$ cat src/rtl/aurora_rx_sync_ctrl_if.sv
// Lane-side signal bundle for the Aurora 64b/66b RX block-lock controller.
//
// Handshake: header_valid_i is a strobe with no back-pressure. header_i is
// meaningful only in a cycle where header_valid_i=1, and each such cycle
// carries exactly one new block header. The controller cannot stall the
// gearbox; it only requests a one-bit realignment with gearbox_slip_o.
//
// Signals:
//   header_i        sync header of the current gearbox block
//   header_valid_i  header_i carries a new block header this cycle
//   gearbox_slip_o  one-cycle slip request to the gearbox
//   locked_o        block lock achieved
//   fail_o          sticky: slip limit reached without lock
//   slip_cnt_o      slips since last lock or reset, saturating at 255
//   err_cnt_o       invalid headers in the current window (LOCKED only)
//   stat_o          {fail_o, locked_o, state[1:0], 4'b0}
//
// Modports: slave = the controller, master = gearbox / status consumer.
interface aurora_rx_sync_ctrl_if;
    logic [1:0] header_i;
    logic       header_valid_i;
    logic       gearbox_slip_o;
    logic       locked_o;
    logic       fail_o;
    logic [7:0] slip_cnt_o;
    logic [7:0] err_cnt_o;
    logic [7:0] stat_o;

    modport slave (
        input  header_i, header_valid_i,
        output gearbox_slip_o, locked_o, fail_o, slip_cnt_o, err_cnt_o, stat_o
    );

    modport master (
        output header_i, header_valid_i,
        input  gearbox_slip_o, locked_o, fail_o, slip_cnt_o, err_cnt_o, stat_o
    );
endinterface

$ cat src/rtl/aurora_rx_sync_ctrl.sv
// Block-lock controller for one Aurora 64b/66b RX lane.
//
// Watches the 2-bit sync header of each gearbox block, slips the gearbox one
// bit at a time until headers line up, declares lock after a run of good
// headers, and drops lock when too many bad headers land in one window.
//
// Ports:
//   clk_rx_i  RX parallel clock (only clock)
//   rst_i     asynchronous, active-high reset
//   lane      aurora_rx_sync_ctrl_if.slave: header in, slip/lock/status out
//
// The FSM state is visible on stat_o[5:4].
module aurora_rx_sync_ctrl #(
    parameter int GOOD_HDR_LOCK = 32,
    parameter int SLIP_SETTLE   = 4,
    parameter int ERR_WINDOW    = 64,
    parameter int ERR_MAX       = 16,
    parameter int SLIP_LIMIT    = 132
) (
    input logic                   clk_rx_i,
    input logic                   rst_i,
    aurora_rx_sync_ctrl_if.slave  lane
);

    localparam logic [1:0] ST_HUNT   = 2'd0;
    localparam logic [1:0] ST_SLIP   = 2'd1;
    localparam logic [1:0] ST_SETTLE = 2'd2;
    localparam logic [1:0] ST_LOCKED = 2'd3;

    localparam int GW = $clog2(GOOD_HDR_LOCK + 1);
    localparam int WW = $clog2(ERR_WINDOW + 1);
    localparam int SW = $clog2(SLIP_SETTLE + 1);

    logic [1:0]    state;
    logic [GW-1:0] good_cnt;
    logic [WW-1:0] win_cnt;
    logic [SW-1:0] settle_cnt;
    logic [7:0]    err_cnt;
    logic [7:0]    slip_cnt;
    logic [8:0]    limit_cnt;
    logic          slip_q;
    logic          locked_q;
    logic          fail_q;

    logic          hdr_ok;
    logic          hdr_bad;
    logic [GW-1:0] good_nxt;
    logic [WW-1:0] win_nxt;
    logic [SW-1:0] settle_nxt;
    logic [7:0]    err_nxt;
    logic [8:0]    limit_nxt;

    // 01 and 10 are the only legal sync headers; 00/11 mean misalignment.
    assign hdr_ok  = lane.header_valid_i && (lane.header_i[1] ^ lane.header_i[0]);
    assign hdr_bad = lane.header_valid_i && !(lane.header_i[1] ^ lane.header_i[0]);

    assign good_nxt   = good_cnt + GW'(1);
    assign win_nxt    = win_cnt + WW'(1);
    assign settle_nxt = settle_cnt + SW'(1);
    assign err_nxt    = err_cnt + {7'd0, hdr_bad};
    assign limit_nxt  = limit_cnt + 9'd1;

    always_ff @(posedge clk_rx_i or posedge rst_i) begin
        if (rst_i) begin
            state      <= ST_HUNT;
            good_cnt   <= '0;
            win_cnt    <= '0;
            settle_cnt <= '0;
            err_cnt    <= '0;
            slip_cnt   <= '0;
            limit_cnt  <= '0;
            slip_q     <= 1'b0;
            locked_q   <= 1'b0;
            fail_q     <= 1'b0;
        end else begin
            slip_q <= 1'b0;
            case (state)
                ST_HUNT: begin
                    if (hdr_ok) begin
                        if (good_nxt == GW'(GOOD_HDR_LOCK)) begin
                            state     <= ST_LOCKED;
                            locked_q  <= 1'b1;
                            good_cnt  <= '0;
                            win_cnt   <= '0;
                            err_cnt   <= '0;
                            slip_cnt  <= '0;
                            limit_cnt <= '0;
                        end else begin
                            good_cnt <= good_nxt;
                        end
                    end else if (hdr_bad) begin
                        // The slip pulse and its bookkeeping share one edge so
                        // slip_cnt_o/fail_o move together with gearbox_slip_o.
                        good_cnt <= '0;
                        state    <= ST_SLIP;
                        slip_q   <= 1'b1;
                        if (slip_cnt != 8'hFF) begin
                            slip_cnt <= slip_cnt + 8'd1;
                        end
                        if (limit_nxt == 9'(SLIP_LIMIT)) begin
                            fail_q    <= 1'b1;
                            limit_cnt <= '0;
                        end else begin
                            limit_cnt <= limit_nxt;
                        end
                    end
                end
                ST_SLIP: begin
                    // Any strobe arriving during the pulse cycle is discarded.
                    state      <= ST_SETTLE;
                    settle_cnt <= '0;
                end
                ST_SETTLE: begin
                    if (lane.header_valid_i) begin
                        if (settle_nxt == SW'(SLIP_SETTLE)) begin
                            settle_cnt <= '0;
                            state      <= ST_HUNT;
                        end else begin
                            settle_cnt <= settle_nxt;
                        end
                    end
                end
                ST_LOCKED: begin
                    if (lane.header_valid_i) begin
                        // Loss of lock wins over a window boundary on the same strobe.
                        if (err_nxt == 8'(ERR_MAX)) begin
                            state    <= ST_HUNT;
                            locked_q <= 1'b0;
                            good_cnt <= '0;
                            err_cnt  <= '0;
                            win_cnt  <= '0;
                        end else if (win_nxt == WW'(ERR_WINDOW)) begin
                            win_cnt <= '0;
                            err_cnt <= '0;
                        end else begin
                            win_cnt <= win_nxt;
                            err_cnt <= err_nxt;
                        end
                    end
                end
                default: state <= ST_HUNT;
            endcase
        end
    end

    assign lane.gearbox_slip_o = slip_q;
    assign lane.locked_o       = locked_q;
    assign lane.fail_o         = fail_q;
    assign lane.slip_cnt_o     = slip_cnt;
    // err_cnt only moves in LOCKED and is cleared on exit, so it reads 0 elsewhere.
    assign lane.err_cnt_o      = err_cnt;
    assign lane.stat_o         = {fail_q, locked_q, state, 4'b0000};

endmodule
$ cat src/flat_wrapper.sv
// flat-port wrapper written by rule: the top's interface ports become plain ports
module aurora_rx_sync_ctrl_flat 
#(
    parameter int GOOD_HDR_LOCK = 32,
    parameter int SLIP_SETTLE   = 4,
    parameter int ERR_WINDOW    = 64,
    parameter int ERR_MAX       = 16,
    parameter int SLIP_LIMIT    = 132
)
  (clk_rx_i, rst_i, lane_header_i, lane_header_valid_i, lane_gearbox_slip_o, lane_locked_o, lane_fail_o, lane_slip_cnt_o, lane_err_cnt_o, lane_stat_o);
  aurora_rx_sync_ctrl_if lane_i ();
  input logic clk_rx_i;
  input logic rst_i;
  input wire logic [$bits(lane_i.header_i)-1:0] lane_header_i;
  input wire logic [$bits(lane_i.header_valid_i)-1:0] lane_header_valid_i;
  output wire logic [$bits(lane_i.gearbox_slip_o)-1:0] lane_gearbox_slip_o;
  output wire logic [$bits(lane_i.locked_o)-1:0] lane_locked_o;
  output wire logic [$bits(lane_i.fail_o)-1:0] lane_fail_o;
  output wire logic [$bits(lane_i.slip_cnt_o)-1:0] lane_slip_cnt_o;
  output wire logic [$bits(lane_i.err_cnt_o)-1:0] lane_err_cnt_o;
  output wire logic [$bits(lane_i.stat_o)-1:0] lane_stat_o;
  assign lane_i.header_i = lane_header_i;
  assign lane_i.header_valid_i = lane_header_valid_i;
  assign lane_gearbox_slip_o = lane_i.gearbox_slip_o;
  assign lane_locked_o = lane_i.locked_o;
  assign lane_fail_o = lane_i.fail_o;
  assign lane_slip_cnt_o = lane_i.slip_cnt_o;
  assign lane_err_cnt_o = lane_i.err_cnt_o;
  assign lane_stat_o = lane_i.stat_o;
  aurora_rx_sync_ctrl #(.GOOD_HDR_LOCK(GOOD_HDR_LOCK), .SLIP_SETTLE(SLIP_SETTLE), .ERR_WINDOW(ERR_WINDOW), .ERR_MAX(ERR_MAX), .SLIP_LIMIT(SLIP_LIMIT)) u_core (.clk_rx_i(clk_rx_i), .rst_i(rst_i), .lane(lane_i));
endmodule
$ cat config.mk
export PLATFORM = sky130hd
export DESIGN_NAME = aurora_rx_sync_ctrl_flat
export DESIGN_NICKNAME = d
export VERILOG_FILES = /design/src/rtl/aurora_rx_sync_ctrl_if.sv /design/src/rtl/aurora_rx_sync_ctrl.sv /design/src/flat_wrapper.sv
export SDC_FILE = /design/constraint.sdc
export NUM_CORES = 1
export LEC_CHECK = 0
export ABC_CLOCK_PERIOD_IN_PS = 3000
export CORE_MARGIN = 3
export CORE_UTILIZATION = 25
export CTS_BUF_LIST = sky130_fd_sc_hd__clkbuf_8
export DETAILED_ROUTE_END_ITERATION = 10
export PLACE_DENSITY = 0.42
export SLEW_MARGIN = 10
export SYNTH_ARGS = -nofsm -noshare
export SYNTH_HDL_FRONTEND = slang
export SYNTH_SLANG_ARGS = --single-unit
$ cat constraint.sdc
create_clock -name clk_rx_i -period 3 [get_ports clk_rx_i]
set_clock_uncertainty 0.2 [all_clocks]
set_input_delay 0.3 -clock clk_rx_i [delete_from_list [all_inputs] [get_ports clk_rx_i]]
set_output_delay 0.3 -clock clk_rx_i [all_outputs]
set_load 0.03 [all_outputs]
# Word level (Yosys, flattened, before mapping)
# Index checks and enable logic that the tools add are counted.
# word_totals
reg_bits	46
inputBits	5
output_inout_bits	27
word_cells	96
# classes
add_sub_neg	6
eq_ne	18
mux	44
n_bitwise	2
n_reduce_logical	16
# ops
operator	n
two-way mux 8 bit	8
two-way mux 9 bit	4
two-way mux 7 bit	5
two-way mux 6 bit	5
one-hot mux 8 bit (2 select lines)	1
AND reduction 4 bit	4
two-way mux 2 bit	7
one-hot mux 7 bit (2 select lines)	1
one-hot mux 6 bit (2 select lines)	1
adder 9 x 1 -> 9 bit, second input constant	1
== test 9 x 8 -> 1 bit, second input constant	1
adder 8 x 1 -> 8 bit	1
adder 8 x 1 -> 8 bit, second input constant	1
== test 8 x 5 -> 1 bit, second input constant	1
inequality test 2 x 1 -> 1 bit, second input constant	4
inequality test 8 bit, second input constant	1
one-hot mux 2 bit (4 select lines)	1
nonzero test 2 bit	4
adder 7 x 1 -> 7 bit, second input constant	1
== test 7 bit, second input constant	1
two-way mux 1 bit	7
adder 6 x 1 -> 6 bit, second input constant	1
== test 6 bit, second input constant	1
two-way mux 3 bit	2
18 further kinds	22

# Longest topological paths before layout
# Gate-level depths: netlist of run 1.
# depth
ltp_word	8
ltp_mapped	10
mapped_depth_nobuf	9

# Worst setup path before layout of run 1
# OpenSTA, ideal clock, no wires.
# synth_path
path_kind	input to register
from	input lane_header_i[0]
to	register u_core.err_cnt[4], in the netlist u_core.lane.err_cnt_o[4]
setup_ps	126
t_arrival_ps	2156
required_time_ps	2674
setup_slack_ps	518
path_stages	10
path_buffers	1
path_cell_list	xnor2_2 -> and2_1 -> ha_1 -> ha_1 -> nand3_1 -> a2bb2oi_1 -> o311a_4 -> buf_6 -> nor3_1 -> a221o_1
# synth_via
elab_chain_cells	8
word_cells_on_any_way	12
classes_between	1 x add/sub; 2 x eq/ne; 4 x mux; 1 x bitwise; 4 x reduce/logical
# synth_rtl
element	line	text
from (decl)	flat_wrapper.sv:14	input wire logic [$bits(lane_i.header_i)-1:0] lane_header_i;
XOR 1 bit *	aurora_rx_sync_ctrl.sv:54, aurora_rx_sync_ctrl.sv:55	
logical NOT 1 bit	aurora_rx_sync_ctrl.sv:55	assign hdr_bad = lane.header_valid_i && !(lane.header_i[1] ^ lane.header_i[0]);
logical AND 1 bit	aurora_rx_sync_ctrl.sv:55	
adder 8 x 1 -> 8 bit	aurora_rx_sync_ctrl.sv:60	assign err_nxt = err_cnt + {7'd0, hdr_bad};
== test 8 x 5 -> 1 bit / two-way mux 8 bit (equally long branches)	aurora_rx_sync_ctrl.sv:126, aurora_rx_sync_ctrl.sv:132	
two-way mux 8 bit	aurora_rx_sync_ctrl.sv:126	if (err_nxt == 8'(ERR_MAX)) begin
two-way mux 8 bit	aurora_rx_sync_ctrl.sv:124	if (lane.header_valid_i) begin
one-hot mux 8 bit (2 select lines)	aurora_rx_sync_ctrl.sv:77	case (state)
to (signal assigned)	aurora_rx_sync_ctrl.sv:137	err_cnt <= err_nxt;
to (decl)	aurora_rx_sync_ctrl.sv:38	logic [7:0] err_cnt;
# Mark *: on every way between the ends. The rest lies on a longest branch, timed or not. The select of a mux whose other input is x is not followed.
# A chain may end at the register's enable or synchronous reset.

# Worst setup path after layout of run 1
# layout_path
from	input lane_header_i[0]
to	register u_core.good_cnt[2]
# layout_via
elab_chain_cells	7
word_cells_on_any_way	11
classes_between	1 x add/sub; 3 x eq/ne; 2 x mux; 1 x bitwise; 4 x reduce/logical
# layout_rtl
element	line	text
XOR 1 bit *	aurora_rx_sync_ctrl.sv:54, aurora_rx_sync_ctrl.sv:55	
logical NOT 1 bit	aurora_rx_sync_ctrl.sv:55	
logical AND 1 bit	aurora_rx_sync_ctrl.sv:55	
adder 8 x 1 -> 8 bit	aurora_rx_sync_ctrl.sv:60	
== test 8 x 5 -> 1 bit	aurora_rx_sync_ctrl.sv:126	
inequality test 2 x 1 -> 1 bit (no source line)	-	
AND reduction 4 bit (no source line)	-	
to (signal assigned)	aurora_rx_sync_ctrl.sv:89	good_cnt <= good_nxt;
to (decl)	aurora_rx_sync_ctrl.sv:35	logic [GW-1:0] good_cnt;
# Mark *: on every way between the ends. The rest lies on a longest branch, timed or not.

==> results of run 1 <==
[cell families (layout without fill, tap and decap cells)]
kind of cell / after synthesis / count (layout)
buffers and inverters: 28 / 68
adder cells (fa/ha/maj): 8 / 8
AND/OR/NAND/NOR: 138 / 138
other: 1 / 4
multiplexers: 5 / 5
flip-flops: 46 / 46
XOR/XNOR: 5 / 5
AO/OA/AOI/OAI: 79 / 79
[area by class of cell]
type,count,area [um2],share of cell area (%)
well taps,140,175,4.93
flip-flops and latches,46,1150,32.4
inverters,9,33.8,0.952
multi-input cells,239,1620,45.6
clock inverters,3,37.5,1.06
repair buffers,51,463,13.0
clock buffers,5,68.8,1.94
[Yosys cell counts, types with 8 or more instances]
cell type and n:
nand3_1 17, a21oi_1 10, nand2_1 32, dfrtp_1 46
nand4_1 10, nor2_1 18, inv_1 9, ha_1 8
o21ai_0 17, nor3_1 9
[through the flow]
stage	setup slack, ps	std cells	total power, mW	instance area (um2)	utilization, %
after global routing	25.1	493	2.16	3550	31.9
after global placement	-122	485	1.56	3440	30.9
after floorplan	518	313	1.35	2920	-
final	119	493	2.00	3550	31.9
after detailed placement	-220	485	1.56	3440	30.9
after CTS	121	493	2.03	3550	31.9
[layer usage]
layer  vias up  GRT usage [%]  share of wire, %
met4         0           2.85              0.99
met2        36           17.7                47
li1       1259              -                 -
met5         -              0                 0
met1      1206           16.3                49
met3         4           1.86               2.6
[cell usage in the layout (no fill, tap or decap), types with 5 or more instances in the layout]
cell type and count:
nor3_1 9, o21ai_0 17, clkdlybuf4s50_1 27, ha_1 8
dfrtp_1 46, or4_1 6, nand2b_1 6, inv_1 10
and3_1 7, o211ai_1 5, a211o_1 5, a221o_1 5
nor4_1 5, nand2_1 32, clkbuf_8 5, a22o_1 7
nor2_1 18, nand3_1 17, a21oi_1 10, buf_4 23
nand4_1 10
[worst reg2reg max path, stage by stage, from the launching register on]
cell     delay (ps)
dfrtp_1         420
ha_1            240
ha_1            290
nor4_1          330
o311a_4         350
a21oi_1          90
buf_4           180
a221o_1         290
[registers in the layout, summed over array words and instances (netlist names)]
register                    count
u_core.good_cnt                 6
u_core.lane.err_cnt_o           8
u_core.lane.fail_o              1
u_core.lane.gearbox_slip_o      1
u_core.lane.locked_o            1
u_core.lane.slip_cnt_o          8
u_core.limit_cnt                9
u_core.settle_cnt               3
u_core.state                    2
u_core.win_cnt                  7
[power breakdown]
part	switching (mW)	internal [mW]	total, mW
Clock	0.215	0.243	0.458
Combinational	0.362	0.288	0.650
Sequential	0.145	0.743	0.888
[path summary, 6_finish.rpt]
kind | startpoint | end | depth (start not counted)
max reg2reg | u_core.lane.err_cnt_o[0] | u_core.good_cnt[2] | 7
max in group asynchronous | rst_i | u_core.limit_cnt[7] | 3
min reg2reg | u_core.good_cnt[5] | u_core.good_cnt[5] | 1
min in group clk_rx_i | u_core.good_cnt[5] | u_core.good_cnt[5] | 1
min | rst_i | u_core.lane.err_cnt_o[6] | 2
max | lane_header_i[0] | u_core.good_cnt[2] | 10
==> run summary, run 1 <==
The floorplan die width came out at 114 um. For this design the static power due to leakage is 1.49 nW. The complex-gate fraction of the synthesized area is 21.4%. The post-synthesis simple-gate area fraction came out at 26.7%. After legalization and detailed placement, the total HPWL measured 5210 um. The path class of the tightest hold or removal check is input pin to asynchronous set/reset pin. The total count of hold-check failures in the final report is 0. The CTS buffer count came out at 5. For this run, the detailed router's first-pass iteration total came to 4. Among all stages on the critical path, the largest delay is contributed by clkdlybuf4s50_1.

For the worst setup path, the data arrival time is 2870 ps. Counting distinct cell types in the post-synthesis netlist gives 66. The global-route usage over all layers came out at 11.3%. The synthesized design contains 0 enable-type register cells. The count of antenna-violating nets left after detailed routing came out at 0.

The clock-pin transition on the worst setup and hold timing paths is 90 ps. The y dimension of the die came out at 114 um. Traced cell by cell, the critical path runs through clkdlybuf4s50_1, xnor2_2, and2_1, ha_1, ha_1, nor4_1, o311a_4, a21oi_1, buf_4, a221o_1. Final hold analysis gives a worst-case slack of 159 ps. The worst setup slack for register-to-register paths came out at 510 ps.

The post-route netlist has 13.3% of its cells at a drive strength greater than 1. The I/O pin count came out at 32. The cell that appears most often on the critical path is ha_1. The actual slew at the worst max-slew pin is 581 ps. The number of pins with negative max-slew slack in the final report came out at 0.

In this run, post-CTS repair resized a total of 0 instances. The share of synthesized cell area in full adder, half adder and majority cells came out at 3.44%. The first-iteration detailed-routing DRC count is 125.

The clock insertion delay at the later pin of the skew report came out at 300 ps. The routed wire length per instance came out at 14.4 um. The cell count after synthesis is 310. By area, the combinational part of the netlist is dominated by simple AND/OR/NAND/NOR gates. The initial cell density of the core is 26.2%. The cell sitting at the root of the clock tree is a clkbuf_8.

Setup repair after global routing left no endpoint under its margin. The max-cap check violation count came out at 0. The fraction of registers with async set/reset came out at 100%. The setup path with the least slack is of type input pin to register.

The number of clock sinks seen by CTS is 46. The part of the cycle the worst path needs came out at 96.0%. At the end of the flow, the number of nets in the layout was 365. The fill cell total of the finished layout came out at 1192.

For this run, the number of Yosys warnings is 0. The DRC violations left is 0. The setup TNS after final layout is 0 ps.

The highest fanout seen on the critical path came out at 8. The total overflow left after global routing is 0. The routed design could run at a clock period as short as 2880 ps.

The initial antenna violation count came to 0. The number of hold buffers added after CTS was 0. The flow ran to the end, and the final reports show no timing, DRC or antenna violations.

Across the VDD grid, the largest voltage drop is 0.179 mV. The worst pin sits at a relative slew slack of 61.2%. Using the TritonRoute via totals, the vias-per-cell ratio works out to 5.08. Yosys attributes the largest share of cell area to dfrtp_1, nand2_1, ha_1.

The post-synthesis area per instance is 9.39 um2. The cell accounting for the most synthesized area is dfrtp_1. The final layout contains routed wiring with a total length of 7080 um. The last weighted congestion value of the routability-driven placer came out at 0.806. The wire length of the first global-routing pass came out at 12000 um.

The count of buffers added by post-CTS timing repair for setup came out at 0. The kind of capture point of the worst setup path is a register. Summing every instance area after synthesis gives 0.00291 mm2.

The kind of cell with the highest combined delay along the critical path is compound AO/OA/AOI/OAI gates. The number of buffers and inverters on the critical path is 2. The number of buffer cells added on primary ports came out at 27. STA classifies the critical path startpoint as an input pin.

The maximum cell stage delay along the critical path came out at 470 ps. The TritonCTS clock tree is done. The area of the die is 0.0130 mm2. After floorplanning, the core was divided into 38 placement rows.

The number of global-route vias before repair is 2355. Static timing analysis puts the maximum clock frequency at 0.347 GHz. Setup violations remaining at the end of the flow were counted as 0. Entering global routing, the biggest net connects 25 pins. Dividing total power by cell area gives a power density of 562 mW/mm2. The xor and xnor area share after synthesis is 1.76%. CTS built an H-tree with a depth of 2. In the synthesized netlist the dominant register cell turns out to be dfrtp_1. The multiplexer share of the synthesized area is 1.89%. After synthesis the netlist holds a flip-flop and latch count of 46.

The share of the yosys chip area belonging to registers is 39.6%. The synthesis-to-layout area growth came out at 22.0%. The top cell type's share of synthesized area came out at 39.6%. The area of the placeable core is 0.0111 mm2. For the worst setup path, the data required time is 2990 ps.

The largest buffer count on any clock path came out at 2. The via total after detailed routing is 2505. The antenna diode instance count is 0.
Power figures use the tool's default switching activity.
==> run 2, diff against run 1 <==
--- a/config.mk
+++ b/config.mk
@@ -10,7 +10,7 @@
 export CORE_UTILIZATION = 25
 export CTS_BUF_LIST = sky130_fd_sc_hd__clkbuf_8
 export DETAILED_ROUTE_END_ITERATION = 10
-export PLACE_DENSITY = 0.42
+export PLACE_DENSITY = 0.49
 export SLEW_MARGIN = 10
 export SYNTH_ARGS = -nofsm -noshare
 export SYNTH_HDL_FRONTEND = slang
==> run summary, run 2 (synthesized netlist as in run 1, its figures left out) <==
The total routed wirelength came out at 7010 um (-1.0%). The worst setup path is launched from an input pin. The share of power burned in the clock network is 19.6% (-3.3 points). The power per cell area came to 545 mW/mm2 (-3.0%). The switching power of the nets came out at 0.745 mW (+3.3%). The routed wire length per instance is 14.1 um (-1.8%). The leading cell type in the layout, fill and taps excluded is dfrtp_1. Setup repair after global routing left no endpoint under its margin. The total instance count after detailed placement came to 489 (+0.82%).

The setup TNS after final layout came out at 0 ps (unchanged). TritonCTS built the clock tree. The CTS buffer count came out at 5 (unchanged). The final net count is 369 (+1.1%). The initial cell density of the core is 26.2% (unchanged). The global-route usage over all layers came out at 11.2% (-0.11 points). The fmax is 0.360 GHz (+3.7%).

The slowest cell on the critical path is clkdlybuf4s50_1. The y dimension of the die is 114 um (unchanged). The number of cell rows came to 38 (unchanged). The total count of hold-check failures in the final report came out at 0 (unchanged). The part of the cycle the worst path needs came to 92.6% (-3.4 points). The part of the power in registers came out at 46.2% (+1.7 points).

The first-iteration detailed-routing DRC count came out at 125 (unchanged). The number of H-tree levels came out at 2 (unchanged). The worst setup margin was 222 ps (+103 ps). The wire length of the first global-routing pass came out at 12100 um (+0.23%). The worst path arrival time is 2760 ps (-110 ps).

The share of total power consumed by net switching is 38.2% (+2.1 points). The most numerous cell type found on the critical path is ha_1. The path category of the worst min-delay check is input pin to asynchronous set/reset pin. The fill cell total of the finished layout was 1184 (-0.67%). The via total after detailed routing is 2593 (+3.5%).

The number of pins with negative max-slew slack in the final report came out at 0 (unchanged). The highest fanout seen on the critical path came out at 6 (-2). The worst setup path is captured at a register. The standard cell area after detailed placement is 0.00349 mm2 (+1.2%). The last weighted congestion value of the routability-driven placer came out at 0.779 (-3.4%). The flip-flop and latch area came to 0.00115 mm2 (unchanged). The final-report setup violation count was 0 (unchanged). The critical path class is input pin to register. The part of the power in combinational logic came out at 34.2% (+1.6 points). The largest net degree at the start of global routing was 47 (+88%). The initial antenna violation count was 0 (unchanged).

The maximum cell stage delay along the critical path is 460 ps (about the same). The cell-internal power is 1.20 mW (-5.5%). The number of vias per cell after detailed routing came out at 5.22 (+2.7%). The number of buffers inserted for hold repair after clock tree synthesis is 0 (unchanged). The area of all placed cells without fillers came to 0.00358 mm2 (+0.74%). The clock tree root driver cell is clkbuf_8. The first-pass iteration count of the detailed router came to 4 (unchanged). The area of the placeable core is 0.0111 mm2 (unchanged). The number of flip-flops under the largest register name came to 9 (unchanged). The clock insertion delay at the later pin of the skew report came to 300 ps (about the same). The I/O pin count was 32 (unchanged). The number of clock sinks seen by CTS is 46 (unchanged).

The clock-pin transition on the worst setup and hold timing paths is 90 ps (about the same). The data required time of the critical path came out at 2980 ps (about the same). The worst hold-check slack came out at 151 ps (-8.70 ps).

The aggregate global routing overflow came to 0 (unchanged). The leakage power came out at 1.51 nW (+0.96%). The worst relative slew slack is 66.1% (+4.9 points).

The number of global-route vias before repair came out at 2345 (-0.42%). The largest buffer count on any clock path is 2 (unchanged). The max-cap check violation count is 0 (unchanged). The total design power came out at 1.95 mW (-2.3%).

The register with the most flip-flops in the final layout is u_core.limit_cnt. The worst ir drop on vdd is 0.173 mV (-3.3%). The multi-input gate area in the final layout is 0.00162 mm2 (+0.23%). The area growth from synthesis to layout is 22.9%. The share of post-route cells with drive strength above 1 came to 14.8% (+1.5 points). The actual slew at the worst max-slew pin is 509 ps (-72.3 ps). The floorplan die width is 114 um (unchanged). The DRC violations left is 0 (unchanged). The worst setup slack before clock tree synthesis came out at -147 ps (+72.6 ps). The detailed placer's ending HPWL was 5000 um (-4.1%). In the layout the commonest cells are dfrtp_1, nand2_1, clkdlybuf4s50_1, buf_4, nor2_1. The final critical path time including I/O delays and setup is 2780 ps (-103 ps).

The count of antenna-violating nets left after detailed routing came to 0 (unchanged). The antenna diode instance count came to 0 (unchanged). The post-route core utilization is 32.1% (+0.24 points). The critical path goes through clkdlybuf4s50_1, xnor2_2, and2_1, ha_1, ha_1, nor4_1, o311a_4, nor3_4, buf_4, a221o_1. The flow ran to the end, and the final reports show no timing, DRC or antenna violations.

The final standard cell count with taps included and fillers excluded is 497 (+0.81%). The number of buffer cells added on primary ports came to 27 (unchanged). The area of the die came out at 0.0130 mm2 (unchanged).
[run 2: worst max-delay path: cells and delay by family]
family                     cells  cell delay [ps]
and+or+nand+nor                3              530
adders and majority gates      2              520
xor gates and xnor gates       1              170
AOI/OAI and AO/OA              2              610
buffers and inverters          2              620
[run 2: power by group through the flow]
stage	sequential, mW	combinational, mW	clock [mW]
final	0.900	0.668	0.382
after global routing	0.923	0.747	0.424
after CTS	0.897	0.675	0.404
after detailed placement	0.909	0.672	0
after global placement	0.903	0.666	0
after floorplan	0.928	0.421	0
[run 2: final timing paths]
kind | startpoint | to | slack, ps | depth (start not counted)
max | lane_header_i[0] | u_core.win_cnt[6] | 220 | 10
min | rst_i | u_core.lane.slip_cnt_o[2] | 150 | 3
max reg2reg | u_core.lane.err_cnt_o[0] | u_core.win_cnt[6] | 600 | 7
min reg2reg | u_core.lane.fail_o | u_core.lane.fail_o | 310 | 1
max in group asynchronous | rst_i | u_core.win_cnt[2] | 2210 | 3
min in group clk_rx_i | u_core.lane.fail_o | u_core.lane.fail_o | 310 | 1
[run 2: timing repair]
| item | 4_1_cts | 5_1_grt |
|---|---|---|
| buffers inserted | 0 | 0 |
| resized for setup | 0 | 1 |
| setup endpoints to repair | 0 | 2 |
[run 2: area by class of cell]
class,instances,area share [%]
inverter,9,0.945
clock inverter,3,0.490
timing repair buffer,55,14.1
multi-input combinational,239,45.4
clock buffer,5,1.92
tap,140,4.90
sequential,46,32.2
[run 2: per-layer routing]
layer | wire length (um) | share of wire (%) | track usage (%)
met3 | 243 | 3.5 | 1.91
met1 | 3470 | 50 | 16.3
met4 | 104 | 1.5 | 3.33
met2 | 3190 | 46 | 17.0
met5 | 0 | 0 | 0
